`src/rtl/game_move_controller.sv`:
```
// Key-driven cursor, selection and move-request sequencer for the board datapath.
// Owns turn control: active player, per-turn move budget and turn timeout.
module game_move_controller #(
  parameter int BORAD_WIDTH = 10,
  parameter int MOVES_PER_TURN = 3,
  parameter int TURN_CYCLES = 100000000,
  localparam int CW = $clog2(BORAD_WIDTH)
) (
  input  logic          clk,
  input  logic          rst_n,
  input  logic          keyboard_locker,
  input  logic [2:0]    keyboard_data,
  output logic          move_req,
  input  logic          move_ack,
  input  logic          move_ok,
  output logic [CW-1:0] move_src_x,
  output logic [CW-1:0] move_src_y,
  output logic [1:0]    move_dir,
  output logic          move_half,
  output logic [CW-1:0] cursor_x,
  output logic [CW-1:0] cursor_y,
  output logic          selected,
  output logic          cur_player,
  output logic          turn_switch
);
  localparam int TW = $clog2(TURN_CYCLES);
  localparam logic [CW-1:0] MAXC = CW'(BORAD_WIDTH - 1);
  localparam logic [TW-1:0] TLAST = TW'(TURN_CYCLES - 1);
  localparam logic [3:0] MLAST = 4'(MOVES_PER_TURN);

  typedef enum logic [1:0] {
    S_CURSOR,
    S_SELECTED,
    S_WAIT_ACK
  } state_t;

  state_t state_q, state_d;
  logic [CW-1:0] cx_q, cx_d, cy_q, cy_d;
  logic [CW-1:0] sx_q, sx_d, sy_q, sy_d;
  logic [CW-1:0] srcx_q, srcx_d, srcy_q, srcy_d;
  logic [1:0] dir_q, dir_d;
  logic sel_q, sel_d, half_q, half_d;
  logic mhalf_q, mhalf_d;
  logic req_q, req_d, ply_q, ply_d;
  logic tsw_q, tsw_d, lock_q;
  logic [3:0] cnt_q, cnt_d;
  logic [TW-1:0] tmr_q, tmr_d;

  // {in_bounds, x, y} of one step from (x,y); clamps to the origin cell
  function automatic logic [2*CW:0] step(
    input logic [CW-1:0] x,
    input logic [CW-1:0] y,
    input logic [1:0] d
  );
    logic ok;
    logic [CW-1:0] nx, ny;
    ok = 1'b0;
    nx = x;
    ny = y;
    unique case (d)
      2'd0: begin ok = (y != '0); ny = y - CW'(1); end
      2'd1: begin ok = (y != MAXC); ny = y + CW'(1); end
      2'd2: begin ok = (x != '0); nx = x - CW'(1); end
      2'd3: begin ok = (x != MAXC); nx = x + CW'(1); end
    endcase
    if (!ok) begin
      nx = x;
      ny = y;
    end
    return {ok, nx, ny};
  endfunction

  logic ev, tmo, do_sw;
  logic k_dir, k_sel, k_half, k_end, k_cancel;
  logic [1:0] sdir;
  logic [2*CW:0] cstep, sstep;
  logic [3:0] cnt_inc;

  assign ev = keyboard_locker & ~lock_q;
  assign tmo = (tmr_q == TLAST);
  assign k_dir = ~keyboard_data[2];
  assign k_sel = (keyboard_data == 3'd4);
  assign k_half = (keyboard_data == 3'd5);
  assign k_end = (keyboard_data == 3'd6);
  assign k_cancel = (keyboard_data == 3'd7);
  assign sdir = (state_q == S_WAIT_ACK) ? dir_q : keyboard_data[1:0];
  assign cstep = step(cx_q, cy_q, keyboard_data[1:0]);
  assign sstep = step(sx_q, sy_q, sdir);
  assign cnt_inc = cnt_q + 4'd1;

  always_comb begin
    state_d = state_q;
    cx_d = cx_q;
    cy_d = cy_q;
    sx_d = sx_q;
    sy_d = sy_q;
    srcx_d = srcx_q;
    srcy_d = srcy_q;
    dir_d = dir_q;
    sel_d = sel_q;
    half_d = half_q;
    mhalf_d = mhalf_q;
    req_d = req_q;
    ply_d = ply_q;
    tsw_d = 1'b0;
    cnt_d = cnt_q;
    tmr_d = tmr_q;
    do_sw = 1'b0;
    unique case (state_q)
      S_CURSOR: begin
        tmr_d = tmr_q + TW'(1);
        if (tmo) begin
          do_sw = 1'b1;
        end else if (ev) begin
          unique case (1'b1)
            k_dir: begin
              if (cstep[2*CW]) begin
                cx_d = cstep[2*CW-1:CW];
                cy_d = cstep[CW-1:0];
              end
            end
            k_sel: begin
              sx_d = cx_q;
              sy_d = cy_q;
              sel_d = 1'b1;
              state_d = S_SELECTED;
            end
            k_half: half_d = ~half_q;
            k_end: do_sw = 1'b1;
            k_cancel: ;
          endcase
        end
      end
      S_SELECTED: begin
        tmr_d = tmr_q + TW'(1);
        if (tmo) begin
          do_sw = 1'b1;
        end else if (ev) begin
          unique case (1'b1)
            k_dir: begin
              if (sstep[2*CW]) begin
                req_d = 1'b1;
                srcx_d = sx_q;
                srcy_d = sy_q;
                dir_d = keyboard_data[1:0];
                mhalf_d = half_q;
                state_d = S_WAIT_ACK;
              end
            end
            k_sel, k_cancel: begin
              sel_d = 1'b0;
              state_d = S_CURSOR;
            end
            k_half: half_d = ~half_q;
            k_end: do_sw = 1'b1;
          endcase
        end
      end
      S_WAIT_ACK: begin
        // Timer frozen here; a due timeout lands on the ack cycle
        if (move_ack) begin
          req_d = 1'b0;
          state_d = S_SELECTED;
          if (move_ok) begin
            cx_d = sstep[2*CW-1:CW];
            cy_d = sstep[CW-1:0];
            sx_d = sstep[2*CW-1:CW];
            sy_d = sstep[CW-1:0];
            half_d = 1'b0;
            cnt_d = cnt_inc;
            if (cnt_inc == MLAST) do_sw = 1'b1;
          end
          if (tmo) do_sw = 1'b1;
        end
      end
      default: state_d = S_CURSOR;
    endcase
    if (do_sw) begin
      ply_d = ~ply_q;
      tsw_d = 1'b1;
      cnt_d = '0;
      tmr_d = '0;
      sel_d = 1'b0;
      half_d = 1'b0;
      state_d = S_CURSOR;
    end
  end

  always_ff @(posedge clk or negedge rst_n) begin
    if (!rst_n) begin
      state_q <= S_CURSOR;
      cx_q <= '0;
      cy_q <= '0;
      sx_q <= '0;
      sy_q <= '0;
      srcx_q <= '0;
      srcy_q <= '0;
      dir_q <= '0;
      sel_q <= 1'b0;
      half_q <= 1'b0;
      mhalf_q <= 1'b0;
      req_q <= 1'b0;
      ply_q <= 1'b0;
      tsw_q <= 1'b0;
      cnt_q <= '0;
      tmr_q <= '0;
      lock_q <= 1'b0;
    end else begin
      state_q <= state_d;
      cx_q <= cx_d;
      cy_q <= cy_d;
      sx_q <= sx_d;
      sy_q <= sy_d;
      srcx_q <= srcx_d;
      srcy_q <= srcy_d;
      dir_q <= dir_d;
      sel_q <= sel_d;
      half_q <= half_d;
      mhalf_q <= mhalf_d;
      req_q <= req_d;
      ply_q <= ply_d;
      tsw_q <= tsw_d;
      cnt_q <= cnt_d;
      tmr_q <= tmr_d;
      lock_q <= keyboard_locker;
    end
  end

  assign move_req = req_q;
  assign move_src_x = srcx_q;
  assign move_src_y = srcy_q;
  assign move_dir = dir_q;
  assign move_half = mhalf_q;
  assign cursor_x = cx_q;
  assign cursor_y = cy_q;
  assign selected = sel_q;
  assign cur_player = ply_q;
  assign turn_switch = tsw_q;
endmodule

```
`config.mk`:
```
export PLATFORM = sky130hd
export DESIGN_NAME = game_move_controller
export DESIGN_NICKNAME = d
export VERILOG_FILES = /design/src/rtl/game_move_controller.sv
export SDC_FILE = /design/constraint.sdc
export NUM_CORES = 1
export LEC_CHECK = 0
export BUFFER_PORTS_ARGS = -buffer_cell sky130_fd_sc_hd__buf_2
export CAP_MARGIN = 10
export CORE_MARGIN = 5
export CORE_UTILIZATION = 60
export CTS_CLUSTER_SIZE = 16
export DETAILED_ROUTE_END_ITERATION = 10
export GPL_TIMING_DRIVEN = 0
export PLACE_DENSITY_LB_ADDON = 0.1
export SYNTH_ARGS = -nofsm -noshare
export SYNTH_HDL_FRONTEND = slang
export SYNTH_SLANG_ARGS = --single-unit
```
`constraint.sdc`:
```
create_clock -name clk -period 3.7 [get_ports clk]
set_input_delay 0.74 -clock clk [delete_from_list [all_inputs] [get_ports clk]]
set_output_delay 0.74 -clock clk [all_outputs]
set_load 0.1 [all_outputs]
```
==> results.txt, run 1 <==
The final worst hold slack came out at 482 ps. The longest clock path from root to sink contains 2 buffers. Among cell families on the critical path, the largest total delay comes from buffers and inverters. The total placed instance area came out at 4300 um^2. The worst hold path belongs to the class input pin to asynchronous set/reset pin. Entering global routing, the biggest net connects 67 pins.

The clock skew came out at 7.90 ps. The largest total area in the synthesized netlist belongs to dfrtp_1. After clock tree synthesis, the repair step resized 0 gates. The count of buffers added on input and output ports is 29.

The congestion estimate from routability-driven global placement came to 0.867. The slew at the pin closest to its max-slew limit is 1220 ps. Counting flops and latches in the post-synthesis netlist gives 66. The run finished with clean final reports.

The delay of the slowest cell on the worst path is 360 ps. The core region area came out at 6680 um^2. The number of setup buffers added after CTS is 0.

The buffering stage count on the worst path with inverters included is 4. The floorplan step set the die height to 92.2 um. The largest individual stage delay along the critical path comes from the cell dfrtp_1. The cell sitting at the root of the clock tree is a clkbuf_8.

Setup violations remaining at the end of the flow were counted as 0. The overflow left after global routing is 0. The overall die area came out at 8500 um^2.

Yosys mapped the design onto 64 distinct sky130hd cell types. In the synthesized netlist the dominant register cell turns out to be dfrtp_1. The floorplan has 30 rows. The data arrival time of the worst path is 3600 ps.

The number of inserted filler cells in the final layout is 553. Setup repair after global routing left no endpoint under its margin. Static timing analysis puts the maximum clock frequency at 296 MHz. Sorting the synthesized cells by how often they occur yields 66 x dfrtp_1, 49 x nor2_1, 31 x nand2_1. The initial antenna violation count came out at 0. The number of buffers added to fix hold violations after cts is 0.

The placed wire-length estimate is 6640 um. The detailed router's first-iteration violation count is 242. Yosys printed 0 warnings. Sorting the synthesized cells by area gives the leading types as dfrtp_1 41%, nor2_1 4.5%, xnor2_1 3.9%, ha_1 3.4%, xor2_1 3.2%. The count of pins on the block boundary came out at 31. Max-cap violations in this run came to 0. The worst setup path is captured at a register.

The post-detailed-route DRC marker count is 0. The number of nets in the layout is 478. The largest voltage drop on the vdd net is 0.449 mV.

For this design, the sink count on the clock tree is 66. In this run the cell area of the synthesized design comes to 4050 um^2. The post-synthesis instance total is 415.

The share of synthesized area occupied by flip-flops and latches came out at 40.8%. The leakage dissipation came out at 2.03 nW. The die is 92.2 um wide. The signal on the critical path passes through buf_2 -> nand2b_1 -> clkbuf_1 -> clkbuf_2 -> clkbuf_2 -> nor3b_1 -> a21oi_1 -> ha_1 -> a21o_1 -> a21oi_1 -> nand4_1 -> and4b_1 -> a211oi_1 -> o22ai_1. The clock transition at the registers of the reported paths is 70 ps. The number of diodes came out at 0. The effective utilization at floorplan came out at 60.7%. Wires add up to 9600 um. For the worst setup path, the data required time is 3920 ps.

The post-synthesis to final-layout area growth is 11.2%. The total clock buffers created by CTS is 9. The period utilization is 91.2%. The clock insertion delay at the later pin of the skew report came out at 350 ps.

In this run the biggest area consumer among cell types represents 40.8% of the synthesized area. Counting I/O delays and the setup requirement, the final critical path takes 3370 ps. The number of global-route vias before repair came out at 3231. After routing the design area is 4510 um^2.

The worst-case headroom to the max-slew limit came out at 17.9%. The aggregate global-route resource usage is 24.3%. The number of nets in the synthesized netlist is 438. STA classifies the critical path startpoint as a register.

The number of max-slew violations in the final report came to 0. The mean cell area of the mapped netlist is 9.77 um^2. The power density over cell area is 854 nW/um^2. TritonCTS built the clock tree.

The post-detailed-route via-to-cell ratio came out at 6.18. The first-pass GRT wire length came out at 16200 um. The H-tree generated during clock tree synthesis spans 3 levels. Summing over every cut layer, the via total after detailed routing is 3332. Adding up every negative setup slack in the final design gives 0 ps. Counting flops with an async set or reset pin after synthesis yields a share of 100%. The layout cell share with drive strength beyond 1 is 17.4%. The highest fanout seen on the critical path is 10. The critical path is of the register to register type.

By instance count, the leading cell after synthesis is dfrtp_1. The average detailed-routed wire length per instance came out at 17.8 um. The number of endpoints with negative hold slack in the final report came to 0. The antenna violation net count after detailed routing came out at 0. The first detailed-routing pass ran for 5 iterations. The number of flops mapped to enable cells by yosys came out at 0.
==> where the power goes <==
group / internal, mW / total, mW / leakage [nW] / switching [mW]
Combinational: 0.575 / 1.95 / 1.08 / 1.37
Sequential: 0.944 / 1.26 / 0.840 / 0.312
Clock: 0.362 / 0.642 / 0.106 / 0.280
==> cell usage in the layout, fill, tap and decap left out, types with 7 or more instances in the layout <==
master,Yosys,routed
dfrtp_1,66,66
nor2_1,49,49
buf_2,5,33
nand2_1,31,31
nand3_1,22,22
xnor2_1,18,18
a21oi_1,16,16
xor2_1,15,15
o21ai_0,13,13
clkbuf_8,0,12
ha_1,11,11
inv_1,10,10
mux2i_1,8,8
a21o_1,8,8
mux2_4,8,8
nor3_1,7,7
==> routing by layer <==
layer | wire length [um] | up-vias | global-route usage [%]
li1 | - | 1578 | -
met1 | 4370 | 1599 | 34.3
met2 | 4360 | 131 | 37.0
met3 | 690 | 24 | 4.92
met4 | 177 | 0 | 8.79
met5 | 0 | - | 0
==> through the flow <==
stage                     power, mW  setup slack, ps  instances  utilization [%]
after floorplan                2.80              753        415                -
after global placement         3.15              175        524             64.3
after detailed placement       3.20             72.0        524             64.4
after CTS                      3.85             63.2        539             67.4
after global routing           4.06             60.7        539             67.5
final                          3.85              327        539             67.5
==> path summary, 6_finish.rpt <==
path                                from             to  slack, ps  cells past startpoint
min reg2reg                move_src_x[2]  move_src_x[2]        500                      1
max in group asynchronous          rst_n     state_q[1]       2660                      1
min in group clk           move_src_x[2]  move_src_x[2]        500                      1
max                           state_q[1]    cursor_y[3]        330                     14
min                                rst_n    cursor_x[0]        480                      1
max reg2reg                   state_q[1]    cursor_y[3]        330                     14
==> cell type report <==
class | count | area (um^2) | share of cell area (%)
multi-input combinational | 319 | 2250 | 49.9
clock inverter | 2 | 35.0 | 0.777
clock buffer | 13 | 169 | 3.75
sequential | 66 | 1650 | 36.6
inverter | 10 | 37.5 | 0.833
buffer | 20 | 119 | 2.64
timing repair buffer | 29 | 148 | 3.28
tap | 80 | 100 | 2.22
==> flip-flops by register name, summed over array words and instances (netlist names), 2 cells and up <==
signal      cells
tmr_q          27
cnt_q           4
cursor_x        4
cursor_y        4
move_src_x      4
move_src_y      4
sx_q            4
sy_q            4
move_dir        2
state_q         2
==> kinds of logic (layout without fill, tap and decap cells) <==
family / after synthesis / in the layout / synth area share, %
fa+ha+maj: 15 / 15 / 5.37
compound gates: 90 / 90 / 15.7
buf+inv: 30 / 74 / 3.80
simple gates: 157 / 157 / 19.9
xor+xnor: 34 / 34 / 7.53
flops: 66 / 66 / 40.8
mux: 23 / 23 / 6.95
Power figures use the tool's default switching activity.
==> run 2, diff against run 1 <==
--- a/config.mk
+++ b/config.mk
@@ -12,7 +12,7 @@
 export CTS_CLUSTER_SIZE = 16
 export DETAILED_ROUTE_END_ITERATION = 10
 export GPL_TIMING_DRIVEN = 0
-export PLACE_DENSITY_LB_ADDON = 0.1
+export PLACE_DENSITY = 0.8
 export SYNTH_ARGS = -nofsm -noshare
 export SYNTH_HDL_FRONTEND = slang
 export SYNTH_SLANG_ARGS = --single-unit
==> run 2 against run 1 <==
  * Worst hold slack better by 9.7 ps
  * Total power up 0.55%
  * Clock power up 4.2%
  * Via count up 0.84%
  * First-iteration DRC count up 17%
  * Non-clock buffer count unchanged
  * Core utilization up 0.21 points
  * Clock skew up 4.5 ps
  * Wire length down 1.7%
==> results.txt, run 2 (synthesized netlist as in run 1, its figures left out) <==
The aggregate global-route resource usage came out at 23.6% (was 24.3%). The leakage dissipation is 2.03 nW (about the same). The data arrival time of the worst path came out at 3550 ps (was 3600 ps).

The post-synthesis to final-layout area growth is 11.5% (was 11.2%). The clock root buffer master was clkbuf_8 (unchanged). The post-detailed-route via-to-cell ratio is 6.22 (was 6.18). The number of nets in the layout came out at 478 (unchanged).

The initial antenna violation count is 0 (unchanged). The post-detailed-route DRC marker count came out at 0 (unchanged). The detailed router's first-iteration violation count is 283 (was 242). The placed wire-length estimate is 6730 um (was 6640 um). The setup TNS is 0 ps (unchanged). The number of diodes is 0 (unchanged). Outcome: complete, no violations (unchanged). The number of inserted filler cells in the final layout came out at 542 (was 553). The number of setup buffers added after CTS came out at 0 (unchanged). The register ranked first by flip-flop count is tmr_q (unchanged). The max-cap violation count is 0 (unchanged).

The number of max-slew violations in the final report came out at 0 (unchanged). The number of endpoints with negative hold slack in the final report is 0 (unchanged). The placement row count came out at 30 (unchanged). The critical path capture point type was a register (unchanged). The overflow left after global routing is 0 (unchanged). The core region area was 6680 um^2 (unchanged). The class of the tightest hold or removal check is input pin to asynchronous set/reset pin (unchanged). The element type at the critical path start was a register (unchanged). The clock tree from TritonCTS is yes (unchanged). The largest voltage drop on the vdd net is 0.453 mV (was 0.449 mV).

The clock sink count came out at 66 (unchanged). The overall die area came to 8500 um^2 (unchanged). The total iterations of the first detailed-routing run is 4 (was 5). The count of pins on the block boundary was 31 (unchanged). The delay of the slowest cell on the worst path came out at 350 ps (was 360 ps). The maximum count of clock buffers along a single path is 2 (unchanged).

The width of the chip is 92.2 um (unchanged). The final setup violation count was 0 (unchanged). The cell with the largest stage delay on the worst path is dfrtp_1 (unchanged). The highest fanout seen on the critical path is 10 (unchanged).

The final RePlAce weighted congestion came out at 0.912 (was 0.867). The sequential cell area came to 1650 um^2 (unchanged). The H-tree depth came out at 3 (unchanged).

The average detailed-routed wire length per instance is 17.5 um (was 17.8 um). The number of buffer cells added on primary ports is 29 (unchanged). The commonest non-fill, non-tap cell in the layout is dfrtp_1 (unchanged).

The category of the critical setup timing path is register to register (unchanged). The minimum clock period after layout is 3310 ps (was 3370 ps). The total routed wirelength is 9440 um (was 9600 um). The first-pass GRT wire length came out at 16000 um (was 16200 um). The clock skew is 12.4 ps (was 7.90 ps). The maximum number of pins on one net before global-route repair came out at 67 (unchanged). The data required time of the critical path is 3940 ps (was 3920 ps). The total non-filler cell area in the finished layout came to 4520 um^2 (was 4510 um^2).

Series of cell instances along the critical path: buf_2 -> nand2b_1 -> clkbuf_1 -> clkbuf_2 -> clkbuf_2 -> nor3b_1 -> a21oi_1 -> ha_1 -> a21o_1 -> a21oi_1 -> nand4_1 -> nand2b_1 -> o21ai_0 -> a22o_1 (was buf_2 -> nand2b_1 -> clkbuf_1 -> clkbuf_2 -> clkbuf_2 -> nor3b_1 -> a21oi_1 -> ha_1 -> a21o_1 -> a21oi_1 -> nand4_1 -> and4b_1 -> a211oi_1 -> o22ai_1). The period utilization is 89.4% (was 91.2%). The number of global-route vias before repair is 3323 (was 3231). The layout cell share with drive strength beyond 1 came out at 17.8% (was 17.4%). The clock transition at the registers of the reported paths is 80 ps (was 70 ps). The top achievable clock speed is 302 MHz (was 296 MHz).

Setup repair after global routing missed its margin: no (unchanged). The vertical die dimension is 92.2 um (unchanged). The total clock buffers created by CTS came to 9 (unchanged).

The slew at the pin closest to its max-slew limit came out at 1280 ps (was 1220 ps). The clock insertion delay at the later pin of the skew report is 350 ps (about the same). The total placed instance area is 4300 um^2 (unchanged). Top library cells by usage in the layout, fill and taps aside: 66 x dfrtp_1, 49 x nor2_1, 33 x buf_2 (unchanged).

The number of vias in the routed layout is 3360 (was 3332). The effective utilization at floorplan is 60.7% (unchanged). The antenna violation net count after detailed routing was 0 (unchanged).

The flip-flop count of the largest register, all copies and words added came out at 27 (unchanged). The worst-case headroom to the max-slew limit came to 13.3% (was 17.9%). The power density over cell area is 856 nW/um^2 (was 854 nW/um^2). The multi-input combinational cell area came out at 2250 um^2 (unchanged).
run 2: area by class of cell:
cell class | count | area share, %
tap | 80 | 2.21
clock inverter | 7 | 2.08
clock buffer | 9 | 2.74
inverter | 10 | 0.830
timing repair buffer | 29 | 3.27
buffer | 20 | 2.63
sequential | 66 | 36.5
multi-input combinational | 319 | 49.7
run 2: worst max-delay path: cells and delay by family (launching register included):
family / cells / cell delay (ps)
buf+inv: 4 / 1060
simple gates: 4 / 460
fa+ha+maj: 1 / 290
flops: 1 / 350
compound gates: 5 / 1030
run 2: path summary, 6_finish.rpt:
kind                       startpoint     endpoint  slack, ps  cells after the start
max                        state_q[1]      sy_q[3]        390                     14
max reg2reg                state_q[1]      sy_q[3]        390                     14
min in group clk           cur_player   cur_player        500                      1
min                             rst_n  move_dir[1]        490                      1
max in group asynchronous       rst_n       lock_q       2690                      1
min reg2reg                cur_player   cur_player        500                      1
run 2: what timing repair did:
item                       4_1_cts  5_1_grt
hold buffers                     0        0
gates resized for setup          0        3
setup endpoints to repair        0        2
run 2: through the flow:
step | power (mW) | util [%] | instances | hold WS [ps] | setup WS, ps
after floorplan | 2.80 | - | 415 | 444 | 753
after global placement | 3.14 | 64.3 | 524 | 488 | 200
after detailed placement | 3.19 | 64.4 | 524 | 491 | 180
after CTS | 3.87 | 67.6 | 540 | 505 | 161
after global routing | 4.08 | 67.7 | 540 | 525 | 93.8
final | 3.87 | 67.7 | 540 | 492 | 393
run 2: power breakdown:
part	leakage (nW)	internal [mW]	switching, mW
Combinational	1.08	0.577	1.37
Sequential	0.840	0.944	0.305
Clock	0.105	0.378	0.291
run 2: routing by layer:
metal / global-route usage [%] / vias up / wire, um
li1: - / 1574 / -
met1: 31.2 / 1614 / 4070
met2: 38.1 / 146 / 4530
met3: 4.84 / 26 / 631
met4: 9.41 / 0 / 206
met5: 0 / - / 0
==> run 3, diff against run 2 <==
--- a/config.mk
+++ b/config.mk
@@ -11,7 +11,7 @@
 export CORE_UTILIZATION = 60
 export CTS_CLUSTER_SIZE = 16
 export DETAILED_ROUTE_END_ITERATION = 10
-export GPL_TIMING_DRIVEN = 0
+export GPL_TIMING_DRIVEN = 1
 export PLACE_DENSITY = 0.8
 export SYNTH_ARGS = -nofsm -noshare
 export SYNTH_HDL_FRONTEND = slang
==> run 3 against run 2 <==
  * Core utilization shrank 0.99 points
  * Register-to-register slack gained 280 ps
  * Sequential power is essentially flat
  * Critical path type unchanged
  * Critical endpoint is now cursor_y[3]
==> results.txt, run 3 (synthesized netlist as in run 1, its figures left out) <==
The initial antenna violation count is 0 (unchanged). The data required time of the critical path was 3930 ps (was 3940 ps). The clock insertion delay at the later pin of the skew report was 360 ps (was 350 ps). The flip-flop count of the largest register, all copies and words added came out at 27 (unchanged).

The worst-case headroom to the max-slew limit is 42.8% (was 13.3%). The overflow left after global routing came to 0 (unchanged). The setup slack of the worst register-to-register path is 670 ps (was 390 ps). The reg-to-reg critical path startpoint is state_q[0] (was state_q[1]).

The category of the critical setup timing path was register to register (unchanged). The class of the tightest hold or removal check was input pin to asynchronous set/reset pin (unchanged). The total routed wirelength came out at 9020 um (was 9440 um). The layout cell share with drive strength beyond 1 came out at 18.0% (was 17.8%). The placement row count was 30 (unchanged). The maximum number of pins on one net before global-route repair was 48 (was 67). The H-tree depth is 3 (unchanged). The number of nets in the layout came out at 468 (was 478). The endpoint of the most critical setup path was cursor_y[3] (was sy_q[3]). The overall power was 3.78 mW (was 3.87 mW). The internal portion of total power is 1.81 mW (was 1.90 mW). The number of inserted filler cells in the final layout came out at 548 (was 542). The setup TNS is 0 ps (unchanged). The critical register-to-register path endpoint is cursor_y[3] (was sy_q[3]). The number of vias in the routed layout was 3268 (was 3360). The final setup violation count is 0 (unchanged).

The number of global-route vias before repair was 3172 (was 3323). The width of the chip is 92.2 um (unchanged). The post-detailed-route DRC marker count came out at 0 (unchanged). The post-detailed-route via-to-cell ratio came out at 6.17 (was 6.22).

The antenna violation net count after detailed routing was 0 (unchanged). The largest voltage drop on the vdd net came to 0.545 mV (was 0.453 mV). The average detailed-routed wire length per instance is 17.0 um (was 17.5 um). The vertical die dimension is 92.2 um (unchanged). The aggregate global-route resource usage is 22.9% (was 23.6%). The leakage dissipation is 2.00 nW (was 2.03 nW).

The combinational group share of total power came out at 50.9% (was 50.4%). The clock tree from TritonCTS is yes (unchanged). The top achievable clock speed is 330 MHz (was 302 MHz). The part of the total power dissipated in sequential elements came out at 33.7% (was 32.3%).

The slew at the pin closest to its max-slew limit is 850 ps (was 1280 ps). The first-pass GRT wire length is 15400 um (was 16000 um). The period utilization is 81.8% (was 89.4%). The number of buffers added to fix hold violations after cts is 0 (unchanged). The clock skew came to 8.90 ps (was 12.4 ps). The core region area is 6680 um^2 (unchanged).

The clock root buffer master is clkbuf_8 (unchanged). The depth of the worst register-to-register path is 10 (was 14). The post-synthesis to final-layout area growth came out at 9.91% (was 11.5%). The data arrival time of the worst path is 3260 ps (was 3550 ps). The max-cap violation count was 0 (unchanged). The count of pins on the block boundary is 31 (unchanged). The post-CTS resize count came to 0 (unchanged). The number of diodes came out at 0 (unchanged). The clock network fraction of total power was 15.4% (was 17.3%). The proportion of total power due to net switching is 52.0% (was 50.9%). The start point of the critical path is state_q[0] (was state_q[1]). The clock transition at the registers of the reported paths is 80 ps (about the same). The net switching power of the design is 1.96 mW (was 1.97 mW). The number of max-slew violations in the final report came out at 0 (unchanged). The register ranked first by flip-flop count is tmr_q (unchanged). The highest fanout seen on the critical path is 16 (was 10).

The placed wire-length estimate came out at 6500 um (was 6730 um). Top library cells by usage in the layout, fill and taps aside: 66 x dfrtp_1, 49 x nor2_1, 31 x nand2_1 (was 66 x dfrtp_1, 49 x nor2_1, 33 x buf_2). Setup repair after global routing missed its margin: no (unchanged).

The clock sink count is 66 (unchanged). The commonest non-fill, non-tap cell in the layout is dfrtp_1 (unchanged). The effective utilization at floorplan is 60.7% (unchanged).

The number of buffer cells added on primary ports is 30 (was 29). The length of routed wiring on met1 was 4120 um (was 4070 um). The maximum count of clock buffers along a single path is 2 (unchanged). The final RePlAce weighted congestion is 0.939 (was 0.912). The number of endpoints with negative hold slack in the final report came out at 0 (unchanged). The critical path capture point type is a register (unchanged). The element type at the critical path start is a register (unchanged). The number of setup buffers added after CTS is 0 (unchanged). The overall die area is 8500 um^2 (unchanged). The minimum clock period after layout came to 3030 ps (was 3310 ps). The uppermost signal routing layer after detailed routing is met4 (unchanged).

The total clock buffers created by CTS was 9 (unchanged). The met2 wirelength from detailed routing is 4140 um (was 4530 um). Outcome: complete, no violations (unchanged). The detailed router's first-iteration violation count came out at 225 (was 283). The wire length on met3 came to 562 um (was 631 um). The power density over cell area came out at 848 nW/um^2 (was 856 nW/um^2). The total iterations of the first detailed-routing run came to 4 (unchanged).
run 3: cell count changes in the layout (fill, tap and decap cells not counted), sizes merged:
cell	delta
clkbuf	-5
bufinv	-2
clkinv	-1
buf	-2
run 3: layout make-up:
class                      count  area [um^2]  area share (%)
tap                           80          100            2.25
sequential                    66         1650            37.1
clock inverter                 4         25.0           0.562
inverter                      10         37.5           0.843
timing repair buffer          39          218            4.89
multi-input combinational    319         2260            50.7
clock buffer                  12          165            3.71
run 3: power by group through the flow:
stage	Combinational (mW)	Clock, mW	Sequential (mW)
6_report	1.92	0.581	1.27
5_1_grt	2.05	0.621	1.31
4_1_cts	1.93	0.594	1.27
3_5_place_dp	1.92	0	1.28
3_3_place_gp	1.87	0	1.27
2_1_floorplan	0.799	0	2.01
run 3: critical path, cell delays in order (launching register included):
cell and delay (ps):
dfrtp_1 640, nand2b_1 540, nor3b_1 100, a21oi_1 280, ha_1 290, a21o_1 180, a21oi_1 220, nand4_1 150
and4b_1 210, a211oi_1 180, o22ai_1 120
run 3: worst min path at each step:
stage,start,endpoint,slack (ps),cells past startpoint
2_1_floorplan,rst_n,cnt_q[0],440,0
3_3_place_gp,move_src_x[3],move_src_x[3],490,1
3_5_place_dp,cur_player,cur_player,490,1
4_1_cts,rst_n,sx_q[0],340,2
5_1_grt,rst_n,sx_q[0],380,2
6_report,rst_n,sx_q[0],340,2
run 3: stage by stage:
step | hold WS [ps] | area [um^2] | setup WS, ps | util [%] | cells
CTS | 342 | 4450 | 728 | 66.7 | 530
detailed placement | 491 | 4260 | 695 | 63.8 | 514
global route | 376 | 4450 | 514 | 66.7 | 530
global placement | 486 | 4260 | 822 | 63.8 | 514
floorplan | 444 | 4050 | 753 | - | 415
finish | 342 | 4450 | 672 | 66.7 | 530
run 3: layer usage:
layer,vias up,global-route usage [%]
li1,1553,-
met1,1575,32.0
met5,-,0
met2,117,34.5
met3,23,5.00
met4,0,9.28
